### src/rtl/dmi_reg_responder.sv
// dmi_reg_responder
//
// Debug-module register responder. It accepts one-cycle DMI request strobes,
// decodes the low seven address bits and answers each accepted request with a
// one-cycle reg_ack two cycles after reg_en. Requests that arrive while a
// previous one is still in flight are dropped.
//
// Registers: data0 (0x04), data1 (0x05), dmcontrol (0x10), dmstatus (0x11),
// abstractcs (0x16) and command (0x17, write-only). A write to command
// launches an abstract command on cmd_valid/cmd_word, which stays pending
// until the core returns cmd_done.
//
// Optional feature: define DMI_RESP_TIMEOUT_EN to abandon a command that has
// been outstanding for CMD_TIMEOUT cycles (cmderr becomes 3). Without the
// macro a command stays pending until cmd_done.
//
// Ports:
//   core_clk, core_rst_n           clock (rising edge), async active-low reset
//   reg_en, reg_wr_en              request strobe and write qualifier
//   reg_wr_addr, reg_wr_data       request address ([6:0] decoded) and data
//   rd_data, reg_ack               read response and response strobe
//   core_halted                    halt status from the core
//   dm_haltreq, dm_resumereq,
//   dm_ndmreset                    debug control requests to the core
//   cmd_valid, cmd_word, cmd_done  abstract command handshake
module dmi_reg_responder #(
  parameter logic [15:0] CMD_TIMEOUT = 16'd1000
) (
  input  logic        core_clk,
  input  logic        core_rst_n,
  input  logic        reg_en,
  input  logic        reg_wr_en,
  input  logic [31:0] reg_wr_addr,
  input  logic [31:0] reg_wr_data,
  output logic [31:0] rd_data,
  output logic        reg_ack,
  input  logic        core_halted,
  output logic        dm_haltreq,
  output logic        dm_resumereq,
  output logic        dm_ndmreset,
  output logic        cmd_valid,
  output logic [31:0] cmd_word,
  input  logic        cmd_done
);

  typedef enum logic [1:0] {IDLE, ACCESS, ACK} state_t;

  state_t      state;
  logic        req_wr;
  logic [6:0]  req_addr;
  logic [31:0] req_data;
  logic [31:0] data0;
  logic [31:0] data1;
  logic        dmactive;
  logic [2:0]  cmderr;
  logic [31:0] rd_mux;

  // Only the low address bits select a register.
  logic unused_addr;
  assign unused_addr = ^reg_wr_addr[31:7];

`ifdef DMI_RESP_TIMEOUT_EN
  logic [15:0] cmd_cnt;
`else
  logic unused_timeout;
  assign unused_timeout = ^CMD_TIMEOUT;
`endif

  // Read view of the register map, evaluated against the latched address.
  always_comb begin
    rd_mux = 32'd0;
    case (req_addr)
      7'h04:   rd_mux = data0;
      7'h05:   rd_mux = data1;
      7'h10:   rd_mux = {dm_haltreq, dm_resumereq, 28'd0, dm_ndmreset, dmactive};
      7'h11:   rd_mux = {20'd0, ~core_halted, ~core_halted, core_halted, core_halted,
                         1'b1, 3'd0, 4'h2};
      7'h16:   rd_mux = {19'd0, cmd_valid, 1'b0, cmderr, 4'd0, 4'd2};
      default: rd_mux = 32'd0;
    endcase
  end

  always_ff @(posedge core_clk or negedge core_rst_n) begin
    if (!core_rst_n) begin
      state        <= IDLE;
      req_wr       <= 1'b0;
      req_addr     <= 7'd0;
      req_data     <= 32'd0;
      rd_data      <= 32'd0;
      reg_ack      <= 1'b0;
      data0        <= 32'd0;
      data1        <= 32'd0;
      dmactive     <= 1'b0;
      dm_haltreq   <= 1'b0;
      dm_resumereq <= 1'b0;
      dm_ndmreset  <= 1'b0;
      cmderr       <= 3'd0;
      cmd_word     <= 32'd0;
      cmd_valid    <= 1'b0;
`ifdef DMI_RESP_TIMEOUT_EN
      cmd_cnt      <= 16'd0;
`endif
    end else begin
      reg_ack <= 1'b0;

      // The resume request is withdrawn as soon as the core reports running.
      if (dm_resumereq && !core_halted)
        dm_resumereq <= 1'b0;

      if (cmd_valid && cmd_done)
        cmd_valid <= 1'b0;

      case (state)
        IDLE: begin
          if (reg_en) begin
            req_wr   <= reg_wr_en;
            req_addr <= reg_wr_addr[6:0];
            req_data <= reg_wr_data;
            state    <= ACCESS;
          end
        end

        ACCESS: begin
          state   <= ACK;
          reg_ack <= 1'b1;
          if (!req_wr) begin
            rd_data <= rd_mux;
          end else begin
            rd_data <= 32'd0;
            // dmcontrol stays writable so the module can be reactivated;
            // clearing dmactive drops all control requests with it.
            if (req_addr == 7'h10) begin
              dmactive    <= req_data[0];
              dm_haltreq  <= req_data[0] & req_data[31];
              dm_ndmreset <= req_data[0] & req_data[1];
              if (!req_data[0])
                dm_resumereq <= 1'b0;
              else if (req_data[30])
                dm_resumereq <= 1'b1;
            end else if (dmactive) begin
              case (req_addr)
                7'h04: begin
                  if (cmd_valid) begin
                    if (cmderr == 3'd0) cmderr <= 3'd1;
                  end else begin
                    data0 <= req_data;
                  end
                end
                7'h05: begin
                  if (cmd_valid) begin
                    if (cmderr == 3'd0) cmderr <= 3'd1;
                  end else begin
                    data1 <= req_data;
                  end
                end
                7'h16: cmderr <= cmderr & ~req_data[10:8];
                7'h17: begin
                  // A sticky error blocks new commands until software clears it.
                  if (cmderr == 3'd0) begin
                    if (cmd_valid) begin
                      cmderr <= 3'd1;
                    end else begin
                      cmd_word  <= req_data;
                      cmd_valid <= 1'b1;
`ifdef DMI_RESP_TIMEOUT_EN
                      cmd_cnt   <= 16'd0;
`endif
                    end
                  end
                end
                default: ;
              endcase
            end
          end
        end

        ACK: state <= IDLE;

        default: state <= IDLE;
      endcase

`ifdef DMI_RESP_TIMEOUT_EN
      // Evaluated last so an expiring command reports the timeout error even
      // if a busy write lands on the same edge.
      if (cmd_valid) begin
        if (cmd_cnt == CMD_TIMEOUT - 16'd1 && !cmd_done) begin
          cmd_valid <= 1'b0;
          cmderr    <= 3'd3;
        end else begin
          cmd_cnt <= cmd_cnt + 16'd1;
        end
      end
`endif
    end
  end

endmodule
### config.mk
export PLATFORM = sky130hd
export DESIGN_NAME = dmi_reg_responder
export DESIGN_NICKNAME = d
export VERILOG_FILES = /design/src/rtl/dmi_reg_responder.sv
export SDC_FILE = /design/constraint.sdc
export NUM_CORES = 1
export LEC_CHECK = 0
export CAP_MARGIN = 40
export CORE_MARGIN = 4
export CORE_UTILIZATION = 52
export CTS_CLUSTER_SIZE = 12
export DETAILED_ROUTE_END_ITERATION = 16
export PLACE_DENSITY = 0.79
export SLEW_MARGIN = 15
export SYNTH_ARGS = -nofsm -noshare
export SYNTH_HDL_FRONTEND = slang
export SYNTH_SLANG_ARGS = --single-unit
### constraint.sdc
create_clock -name core_clk -period 2.25 [get_ports core_clk]
set_clock_uncertainty 0.1 [all_clocks]
set_input_delay 0.45 -clock core_clk [delete_from_list [all_inputs] [get_ports core_clk]]
set_output_delay 0.45 -clock core_clk [all_outputs]
set_load 0.02 [all_outputs]
== Word-level counts from Yosys, hierarchy flattened ==
Index checks and enable logic that the tools add are counted.

* Eq/ne operators: 12
* Bitwise gates (word level): 7
* Reduce and logical (&&, ||, !) cells: 13
* Multiplexer cells: 24

{| class="wikitable"
|+ Operators with widths
! kind !! number
|-
| one-hot mux 32 bit (5 select lines) || 1
|-
| 2-to-1 mux 32 bit || 1
|-
| equality test 7 x 5 -> 1 bit (second input constant) || 4
|-
| 2-to-1 mux 1 bit || 15
|-
| equality test 7 x 3 -> 1 bit (second input constant) || 2
|-
| 2-to-1 mux 3 bit || 4
|-
| AND reduction 6 bit || 2
|-
| one-hot mux 3 bit (3 select lines) || 1
|-
| AND reduction 9 bit || 1
|-
| AND reduction 7 bit || 1
|-
| inequality test 2 bit (second input constant) || 3
|-
| inequality test 2 x 1 -> 1 bit (second input constant) || 2
|-
| one-hot mux 2 bit (2 select lines) || 1
|-
| AND 3 bit || 1
|-
| zero test 3 bit || 1
|-
| inverter 1 bit || 3
|-
| inverter 3 bit || 1
|-
| AND reduction 3 bit || 1
|-
| nonzero test 3 bit || 1
|-
| AND 1 bit || 2
|-
| equality test 2 x 1 -> 1 bit (second input constant) || 1
|-
| logical AND 1 bit || 2
|-
| zero test 2 bit || 1
|-
| 2-to-1 mux 2 bit || 1
|-
| other kinds (3) || 3
|}

* Word-level logic and storage cells: 71
* Output and inout bits: 69
* Bits of input ports: 70
* Bits in registers: 179

== Longest topological paths before layout ==
Gate-level depths: netlist of the first run.

* Word-level depth: 9
* Depth in mapped cells: 6
* Gate-level depth less buffers: 4

== Worst setup path after synthesis of the first run ==
OpenSTA, ideal clock, no wires.

* Kind: register to register
* Start point: reg req_addr[3]
* End point: reg cmd_word[10]
* Required time: 2,025 ps
* Buffers on the path: 1
* Stages on the path, launching flop included: 6
* Data arrival time: 1,852 ps
* Setup slack: 173 ps
* Period minus slack after synthesis: 2,077 ps
* Setup time: 125 ps
* Path through: dfrtp_1 or4b_4 nor4_4 nand4_4 buf_6 mux2_4

* Cells in the longest elaborated chain, start to end: 3
* Elaborated cells between the ends (all ways): 4
* Classes of those cells: eq/ne: 2; bitwise: 1; reduce/logical: 1

{| class="wikitable"
|+ RTL lines
! what !! RTL line !! text
|-
| start, declared || 50 || <nowiki>logic [6:0] req_addr;</nowiki>
|-
| start signal, assigned || 117 || <nowiki>req_addr <= reg_wr_addr[6:0];</nowiki>
|-
| equality test 7 x 5 -> 1 bit || 132 || <nowiki>if (req_addr == 7'h10) begin</nowiki>
|-
| inverter 1 bit (no line) || n/a ||
|-
| AND reduction 7 bit (no line) (*) || n/a ||
|-
| end signal, assigned || 163 || <nowiki>cmd_word <= req_data;</nowiki>
|-
| end, declared || 42 || <nowiki>output logic [31:0] cmd_word,</nowiki>
|}

Mark *: on every way between the ends. The rest lies on a longest branch, timed or not.
A chain may end at the register's enable or synchronous reset.

== Final worst setup path of the first run ==
* Start point: reg req_addr[3]
* End point: reg cmd_word[27]

The elaborated chain is that of the path after synthesis.

==> results of run 1 <==
flip-flops by register name, indices dropped and copies added, names as in the netlist:
name,flops
cmd_word,32
data0,32
state,2
data1,32
rd_data,32
dmactive,1
req_data,32
dm_haltreq,1
dm_ndmreset,1
reg_ack,1
cmderr,3
req_addr,7
cmd_valid,1
dm_resumereq,1
req_wr,1
final cells by class:
class,count,area (um2),share of cell area
flip-flops and latches,179,4480,0.473
multi-input cells,302,2770,0.292
repair buffers,137,1380,0.145
clock buffers,21,480,0.0507
well taps,180,225,0.0238
clock inverters,11,124,0.0131
inverters,6,22.5,0.00238
repair_timing:
item,CTS,global route
resized for setup,0,0
hold buffers,1,0
endpoints found under the setup margin,0,11
endpoints found under the hold margin,44,0
stage by stage:
| step | instances | utilization | hold slack [ps] | TNS, ps | power [mW] |
|---|---|---|---|---|---|
| final | 836 | 0.680 | 386 | 0 | 7.49 |
| after global routing | 836 | 0.680 | 414 | -79.0 | 7.80 |
| after CTS | 836 | 0.680 | 391 | 0 | 7.55 |
| after detailed placement | 803 | 0.636 | 320 | 0 | 4.58 |
| after global placement | 803 | 0.636 | 308 | 0 | 4.53 |
| after floorplan | 514 | - | 54.4 | 0 | 4.17 |
tightest hold or removal path, stage by stage (launching register included):
cell and delay, ps:
dfrtp_1 340, nand2_1 50, o21ai_0 60
cell usage in the layout (no fill, tap or decap), types with 3 or more instances in the layout:
master and count:
clkdlybuf4s50_1 112, inv_6 3, nor2_1 8, clkbuf_8 4, clkbuf_16 17, clkinv_2 3
mux2i_1 24, nor3_1 4, nand2b_1 3, mux2_4 29, o21ai_0 32, a22oi_1 6
inv_1 6, buf_4 18, dfrtp_1 178, mux2_2 108, a21oi_1 4, mux2_1 4
a22o_1 5, clkinvlp_4 3, buf_12 5, a2bb2oi_1 5, nand2_1 37
power groups by stage:
stage / Combinational [mW] / Sequential, mW / Clock, mW
final: 0.821 / 3.70 / 2.96
after global routing: 0.894 / 3.74 / 3.17
after CTS: 0.827 / 3.70 / 3.02
after detailed placement: 0.821 / 3.76 / 0
after global placement: 0.793 / 3.74 / 0
after floorplan: 0.535 / 3.63 / 0
logic make-up after synthesis:
group | after synthesis
multiplexers | 165
flip-flops | 179
AO/OA/AOI/OAI | 63
buffers and inverters | 33
AND/OR/NAND/NOR | 74
worst paths after layout:
check	from	endpoint	slack (ps)	cells past startpoint
setup / recovery	req_addr[3]	cmd_word[27]	60	5
hold / removal	rd_data[25]	rd_data[25]	390	2
setup reg to reg	req_addr[3]	cmd_word[27]	60	5
hold reg to reg	rd_data[25]	rd_data[25]	390	2
max in group asynchronous	core_rst_n	data1[14]	960	3
min in group asynchronous	core_rst_n	req_data[7]	430	2
per-layer routing:
layer  part of all wire  vias to the layer above  GRT usage
met2               0.51                      132      0.363
met3              0.055                       31     0.0581
li1                   -                     2106          -
met1               0.42                     2381      0.273
met4              0.019                        2     0.0774
met5            0.00079                        -          0
==> key figures, run 1 <==
Run status
  – Status: finished clean

Timing
  – Hold Vio Cnt, Final: 0
  – RSZ-0062 raised after global routing: yes
  – Final Max Slew Viols: 0
  – Endpoints failing setup: 0
  – Worst-Margin Slew: 543 ps
  – Peak Freq: 0.456 GHz
  – Crit path time final: 2190 ps
  – Setup WS post-layout: 55.3 ps
  – Final period util: 0.975
  – Slew Limit Headroom: 0.635

Worst hold path
  – Worst Hold Class: register to register

Yosys
  – Cell count after synthesis: 514
  – Post-synth top area share: 0.602
  – Multiplexer area fraction after synthesis: 0.260
  – Syn Nets: 584
  – Yosys reg bits: 179
  – Sequential area share after synthesis: 0.602
  – Largest family of logic cells by synthesized area: multiplexers
  – Adder-Cell Fraction of Synth Area: 0
  – EDFF count, synth: 0
  – Synth Area in Compound Gates: 0.0530
  – Yosys cell types: 41
  – Ys async rst share: 1.00
  – Ranking of synthesized cells by area: dfrtp_1, mux2_2, mux2_4
  – Cell Area, Synth: around 7400 um2
  – Synth area leader: dfrtp_1
  – Top FF cell, synth: dfrtp_1
  – Post-Synth XOR/XNOR Area: 0
  – Synth cell count leaders: dfrtp_1, mux2_2, nand2_1
  – Top-count cell post-synth: dfrtp_1
  – Synthesized area per cell: 14.5 um2
  – Synth warn: 0
  – Simple-gate portion of the synthesized area: 0.0577

Placed design
  – IO buf count: 113
  – Placed inst area: 8860 um2
  – Dpl ws: 64.0 ps
  – Routability Congestion: 0.862
  – Final HPWL DP: 11200 um

Cells and area
  – Layout Nets: roughly 700
  – Area Overhead vs Synth: 27.4%
  – # fillers: ~950
  – Share of cells above drive strength 1: 0.311
  – Final instance area: 9480 um2
  – N_diodes: 0

Routing
  – Routed wire length: 16500 um
  – DR DRC count: 0
  – Routed len/inst: just under 20 um
  – Initial DRC Count: 311
  – 1st-pass router iterations: 5
  – ANT nets after route: 0
  – Via count: roughly 4700
  – Drt via density: between 5 and 6

Die
  – Num rows: 43
  – Die H: 128 um
  – Starting Density: 0.534
  – Core box area: 13900 um2
  – Die area: 16300 um2
  – Die Wd: 128 um
  – IO Pins: 139

Pwr
  – Power density over the cells: a little under 800 nW/um2
  – Peak supply drop: 0.000626 V
  – NetSw: 1.88 mW
  – Switching portion of total power: 0.251
  – Logic pwr share: 0.110
  – Share of power burned in registers: 0.495
  – Clk pwr share: 0.396
  – Pleak: 4.45 nW
  – Internal power: 5.61 mW

Setup path
  – Critical path's slowest cell: or4b_4
  – Critical path type: register to register
  – WP data required: 2460 ps
  – Largest delay share family, worst path: simple AND/OR/NAND/NOR gates
  – Slowest cell delay on critical path: 580 ps
  – CP max FO: 8
  – CP endpoint kind: register
  – Worst setup SP type: register
  – Crit path arrival time: 2410 ps
  – CP Cell Sequence: or4b_4 -> nor4_4 -> nand4_4 -> buf_4 -> mux2_4
  – CP bufs+invs: 1

Global route
  – Grt ovf: 0
  – Initial antenna violation count: 1
  – Total track usage: 0.217
  – Largest net degree at the start of global routing: 52
  – Vias in the first global route: approximately 5200
  – First-pass GRT wire length: between 20000 and 30000 um

Clock tree
  – Clock tree buffer depth: 2
  – H-tree depth: 4
  – CTS tree: built
  – Root buf cell: clkbuf_16
  – Skew-Pair Late Insertion Delay: between 400 and 500 ps
  – CTS sink count: 179
  – Total CTS buffers: 17
  – CTS clk-pin slew, worst paths: about 70 ps
  – Post-CTS Setup Inserts: 0

Run
  – Number of max-cap violations: 0
Note: power is estimated with default switching activity, not from simulation.
==> run 2, diff against run 1 <==
--- a/config.mk
+++ b/config.mk
@@ -6,9 +6,8 @@
 export NUM_CORES = 1
 export LEC_CHECK = 0
 export CAP_MARGIN = 40
-export CORE_MARGIN = 4
 export CORE_UTILIZATION = 52
-export CTS_CLUSTER_SIZE = 12
+export CTS_CLUSTER_SIZE = 24
 export DETAILED_ROUTE_END_ITERATION = 16
 export PLACE_DENSITY = 0.79
 export SLEW_MARGIN = 15
==> constraint.sdc (replaced) <==
create_clock -name core_clk -period 2.25 [get_ports core_clk]
set_clock_uncertainty 0.1 [all_clocks]
set_input_delay 0.45 -clock core_clk [delete_from_list [all_inputs] [get_ports core_clk]]
set_output_delay 0.45 -clock core_clk [all_outputs]
set_load 0.1 [all_outputs]
==> key figures, run 2 (synthesized netlist as in run 1, its figures left out) <==
Die
  – Die Wd: 122 um
  – Die H: 122 um
  – IO Pins: 139
  – Starting Density: 0.534
  – Core box area: about 14000 um2
  – Die area: 14800 um2
  – Num rows: 43

Routing
  – Routed wire length: 16300 um
  – Via count: roughly 4800
  – Drt via density: 5.61
  – 1st-pass router iterations: 4
  – Routed len/inst: 19.2 um
  – Initial DRC Count: about 230
  – ANT nets after route: 0
  – DR DRC count: 0

Timing
  – Endpoints failing setup: 0
  – Hold Vio Cnt, Final: 0
  – Worst-Margin Slew: 579 ps
  – RSZ-0062 raised after global routing: no
  – Peak Freq: 0.457 GHz
  – Crit path time final: 2190 ps
  – Slew Limit Headroom: 0.613
  – Final Max Slew Viols: 0
  – Setup TNS: 0 ps
  – Final period util: 0.972
  – Setup WS post-layout: between 60 and 70 ps
  – Smallest hold slack: 382 ps

Cells and area
  – Layout Nets: between 700 and 800
  – Most frequent cells in the layout: dfrtp_1, mux2_2, buf_4
  – Area occupied by multi-input gates: 2770 um2
  – # fillers: 960
  – Sequential cell area: 4480 um2
  – Share of cells above drive strength 1: 0.425
  – N_diodes: 0
  – Area Overhead vs Synth: 26.5%
  – Most common cell after layout, fill and taps aside: dfrtp_1

Pwr
  – Peak supply drop: 0.000619 V
  – Switching portion of total power: 0.258
  – Logic pwr share: 0.118
  – Power density over the cells: just under 800 nW/um2
  – Final Power: 7.44 mW
  – NetSw: 1.92 mW
  – Internal power: 5.53 mW
  – Pleak: 4.67 nW
  – Clk pwr share: 0.385
  – Share of power burned in registers: 0.497

Setup path
  – CP bufs+invs: 2
  – Slowest cell delay on critical path: roughly 580 ps
  – Crit path arrival time: approximately 2400 ps
  – Critical path type: register to register
  – FF-to-FF setup slack: 60 ps
  – Worst setup SP type: register
  – CP endpoint kind: register
  – Reg-to-Reg End: cmd_word[22]
  – Reg2reg path depth: 6
  – Critical path's slowest cell: or4b_4
  – WP data required: ~2500 ps
  – Largest delay share family, worst path: simple AND/OR/NAND/NOR gates
  – R2r startpoint: req_addr[3]
  – CP max FO: 8
  – CP Cell Sequence: or4b_4 -> nor4_4 -> nand4_4 -> buf_12 -> clkbuf_16 -> mux2_4
  – Crit path depth: 6

Global route
  – Initial antenna violation count: 0
  – M3 GR Usage: 0.0590
  – Grt ovf: 0
  – First-pass GRT wire length: 26100 um
  – Met2 Use GR: 0.389
  – Vias in the first global route: 4970
  – Total track usage: 0.236
  – GRT busiest layer: met2
  – Met1 usage: 0.296
  – Largest net degree at the start of global routing: 51

Clock tree
  – CTS clk-pin slew, worst paths: 60 ps
  – CTS tree: built
  – Root buf cell: clkbuf_16
  – H-tree depth: 4
  – Skew-Pair Late Insertion Delay: ~430 ps
  – Total CTS buffers: 17
  – CTS sink count: 179
  – Clock tree buffer depth: 2

Placed design
  – Dpl ws: 28.7 ps
  – Final HPWL DP: 11100 um
  – IO buf count: ~110
  – Routability Congestion: ~0.80

Worst hold path
  – Hold Path Cell Cnt: 2
  – Worst Hold Class: register to register
  – Min-delay src: rd_data[25]
  – WHS Endpoint: rd_data[25]

Run
  – Number of max-cap violations: 0

Run status
  – Status: finished clean
## run 2: how the worst max path moves through the flow
stage,from,end
after global routing,req_addr[3],cmd_word[26]
after CTS,req_addr[3],cmd_word[8]
after detailed placement,req_addr[3],cmd_word[8]
after global placement,req_addr[3],cmd_word[15]
after floorplan,req_addr[3],cmd_word[10]
final,req_addr[3],cmd_word[22]
## run 2: layer usage
layer	routed length [um]	up-vias
met5	0	-
li1	-	2128
met1	7040	2444
met4	351	0
met2	8100	146
met3	837	37
## run 2: what timing repair did
| action | in CTS | in global routing |
|---|---|---|
| hold endpoints to repair | 45 | 0 |
| gates resized for setup | 0 | 4 |
| endpoints found under the setup margin | 0 | 32 |
| setup buffers | 0 | 3 |
| hold buffers | 1 | 0 |
## run 2: stage by stage
| stage | cells | instance area (um2) | utilization |
|---|---|---|---|
| 2_1_floorplan | 514 | 7440 | - |
| 4_1_cts | 843 | 9310 | 0.668 |
| 5_1_grt | 848 | 9410 | 0.675 |
| 3_3_place_gp | 810 | 8720 | 0.626 |
| 6_report | 848 | 9410 | 0.675 |
| 3_5_place_dp | 810 | 8720 | 0.626 |
## run 2: power by group through the flow
stage	clock network [mW]	registers (mW)	logic, mW
final	2.87	3.70	0.876
after global routing	3.03	3.73	0.940
after CTS	2.91	3.70	0.874
after detailed placement	0	3.76	0.864
after global placement	0	3.73	0.831
after floorplan	0	3.67	0.535
## run 2: final cells by class
class,instances,area share
Clock buffer,24,0.0533
Clock inverter,8,0.00785
Inverter,6,0.00239
Multi-Input combinational cell,302,0.294
Sequential cell,179,0.476
Tap cell,180,0.0239
Timing Repair Buffer,149,0.142
## run 2: tightest hold or removal path, delay by kind of cell, from the launching register on
kind,cells,cell delay (ps)
AO/OA/AOI/OAI,1,60
flip-flops,1,350
AND/OR/NAND/NOR,1,40
==> run 3, diff against run 2 <==
--- a/config.mk
+++ b/config.mk
@@ -9,7 +9,7 @@
 export CORE_UTILIZATION = 52
 export CTS_CLUSTER_SIZE = 24
 export DETAILED_ROUTE_END_ITERATION = 16
-export PLACE_DENSITY = 0.79
+export PLACE_DENSITY = 0.8
 export SLEW_MARGIN = 15
 export SYNTH_ARGS = -nofsm -noshare
 export SYNTH_HDL_FRONTEND = slang
==> key figures, run 3 (synthesized netlist as in run 1, its figures left out) <==
Run status
  – Status: finished clean

Global route
  – Total track usage: 0.238
  – First-pass GRT wire length: roughly 26000 um
  – Initial antenna violation count: 0
  – Vias in the first global route: 5080
  – Grt ovf: 0
  – Largest net degree at the start of global routing: 43

Clock tree
  – Total CTS buffers: 17
  – H-tree depth: 4
  – CTS sink count: 179
  – Root buf cell: clkbuf_16
  – Clock tree buffer depth: 2
  – Skew-Pair Late Insertion Delay: ~420 ps
  – CTS tree: built
  – CTS clk-pin slew, worst paths: 60 ps

Routing
  – Drt via density: approximately 5.6
  – Initial DRC Count: 191
  – ANT nets after route: 0
  – Routed len/inst: between 15 and 20 um
  – 1st-pass router iterations: 6
  – Via count: 4701
  – Routed wire length: ~16000 um
  – DR DRC count: 0

Timing
  – Endpoints failing setup: 0
  – Slew Limit Headroom: 0.662
  – Worst-Margin Slew: slightly above 500 ps
  – Crit path time final: 2180 ps
  – Smallest hold slack: 386 ps
  – RSZ-0062 raised after global routing: no
  – Final period util: 0.969
  – Final Max Slew Viols: 0
  – Hold Vio Cnt, Final: 0
  – Peak Freq: 0.459 GHz
  – Setup TNS: 0 ps

Die
  – Die area: about 15000 um2
  – Die Wd: between 100 and 150 um
  – Die H: 122 um
  – IO Pins: 139
  – Num rows: 43
  – Core box area: 13900 um2
  – Starting Density: 0.534

Pwr
  – Share of power burned in registers: 0.486
  – Internal power: 5.61 mW
  – Switching portion of total power: 0.256
  – Logic pwr share: 0.121
  – NetSw: 1.93 mW
  – Power density over the cells: 807 nW/um2
  – Peak supply drop: 0.000616 V
  – Final Power: 7.54 mW
  – Clk pwr share: 0.393
  – Pleak: between 4 and 5 nW

Cells and area
  – Most frequent cells in the layout: dfrtp_1, mux2_2, buf_4
  – Area Overhead vs Synth: 25.6%
  – Share of cells above drive strength 1: 0.419
  – Non-Filler Instances: 837
  – Final instance area: 9340 um2
  – # fillers: 990
  – N_diodes: 0
  – Layout Nets: between 700 and 800
  – Most common cell after layout, fill and taps aside: dfrtp_1

Run
  – Number of max-cap violations: 0

Placed design
  – Placed inst area: slightly below 9000 um2
  – Final HPWL DP: approximately 11000 um
  – Routability Congestion: 0.859
  – Inst Count DP: 804
  – IO buf count: 113

Setup path
  – WP data required: 2460 ps
  – Critical path type: register to register
  – CP endpoint kind: register
  – Crit path arrival time: 2390 ps
  – CP Cell Sequence: or4b_4 -> nor4_4 -> nand4_4 -> buf_12 -> mux2_4
  – Slowest cell delay on critical path: 580 ps
  – Worst setup SP type: register
  – Critical path's slowest cell: or4b_4
  – CP max FO: 24

Worst hold path
  – Worst Hold Class: register to register
-- run 3: final timing paths --
check | start | endpoint | slack, ps | cells after the start
hold / removal | rd_data[6] | rd_data[6] | 390 | 2
setup / recovery | req_addr[3] | cmd_word[18] | 70 | 5
min in group asynchronous | core_rst_n | cmd_word[6] | 410 | 2
max in group asynchronous | core_rst_n | data0[4] | 1040 | 3
hold reg to reg | rd_data[6] | rd_data[6] | 390 | 2
setup reg to reg | req_addr[3] | cmd_word[18] | 70 | 5
-- run 3: cell type report --
type	instances	area (um2)	area share
inverters	6	22.5	0.00241
repair buffers	138	1250	0.134
clock buffers	18	429	0.0459
multi-input cells	302	2770	0.297
clock inverters	14	161	0.0173
flip-flops and latches	179	4480	0.480
well taps	180	225	0.0241
-- run 3: layer usage --
layer	share of wire	GRT usage
met1	0.43	0.289
met2	0.49	0.395
met3	0.049	0.0609
met4	0.034	0.115
met5	0	0
-- run 3: power by group through the flow --
stage	clock network [mW]	registers, mW	logic, mW
2_1_floorplan	0	3.67	0.535
3_3_place_gp	0	3.70	0.876
6_report	2.96	3.67	0.912
3_5_place_dp	0	3.72	0.907
5_1_grt	3.15	3.70	0.975
4_1_cts	3.02	3.66	0.916
-- run 3: timing repair --
action                                 in CTS  in global routing
buffers inserted                            0                  0
hold buffers                                1                  0
gates resized for setup                     1                  0
endpoints found under the hold margin      37                  0
setup endpoints to repair                   3                  0
-- run 3: per-stage QoR --
step	worst slack (ps)	utilization
3_3_place_gp	109	0.627
2_1_floorplan	172	-
3_5_place_dp	-8.65	0.627
4_1_cts	64.5	0.670
5_1_grt	2.43	0.670
6_report	69.0	0.670
-- run 3: critical path: cells and delay by family (launching register included) --
family        cells  cell delay [ps]
buf+inv           1              220
flops             1              400
mux               1              320
simple gates      3             1010
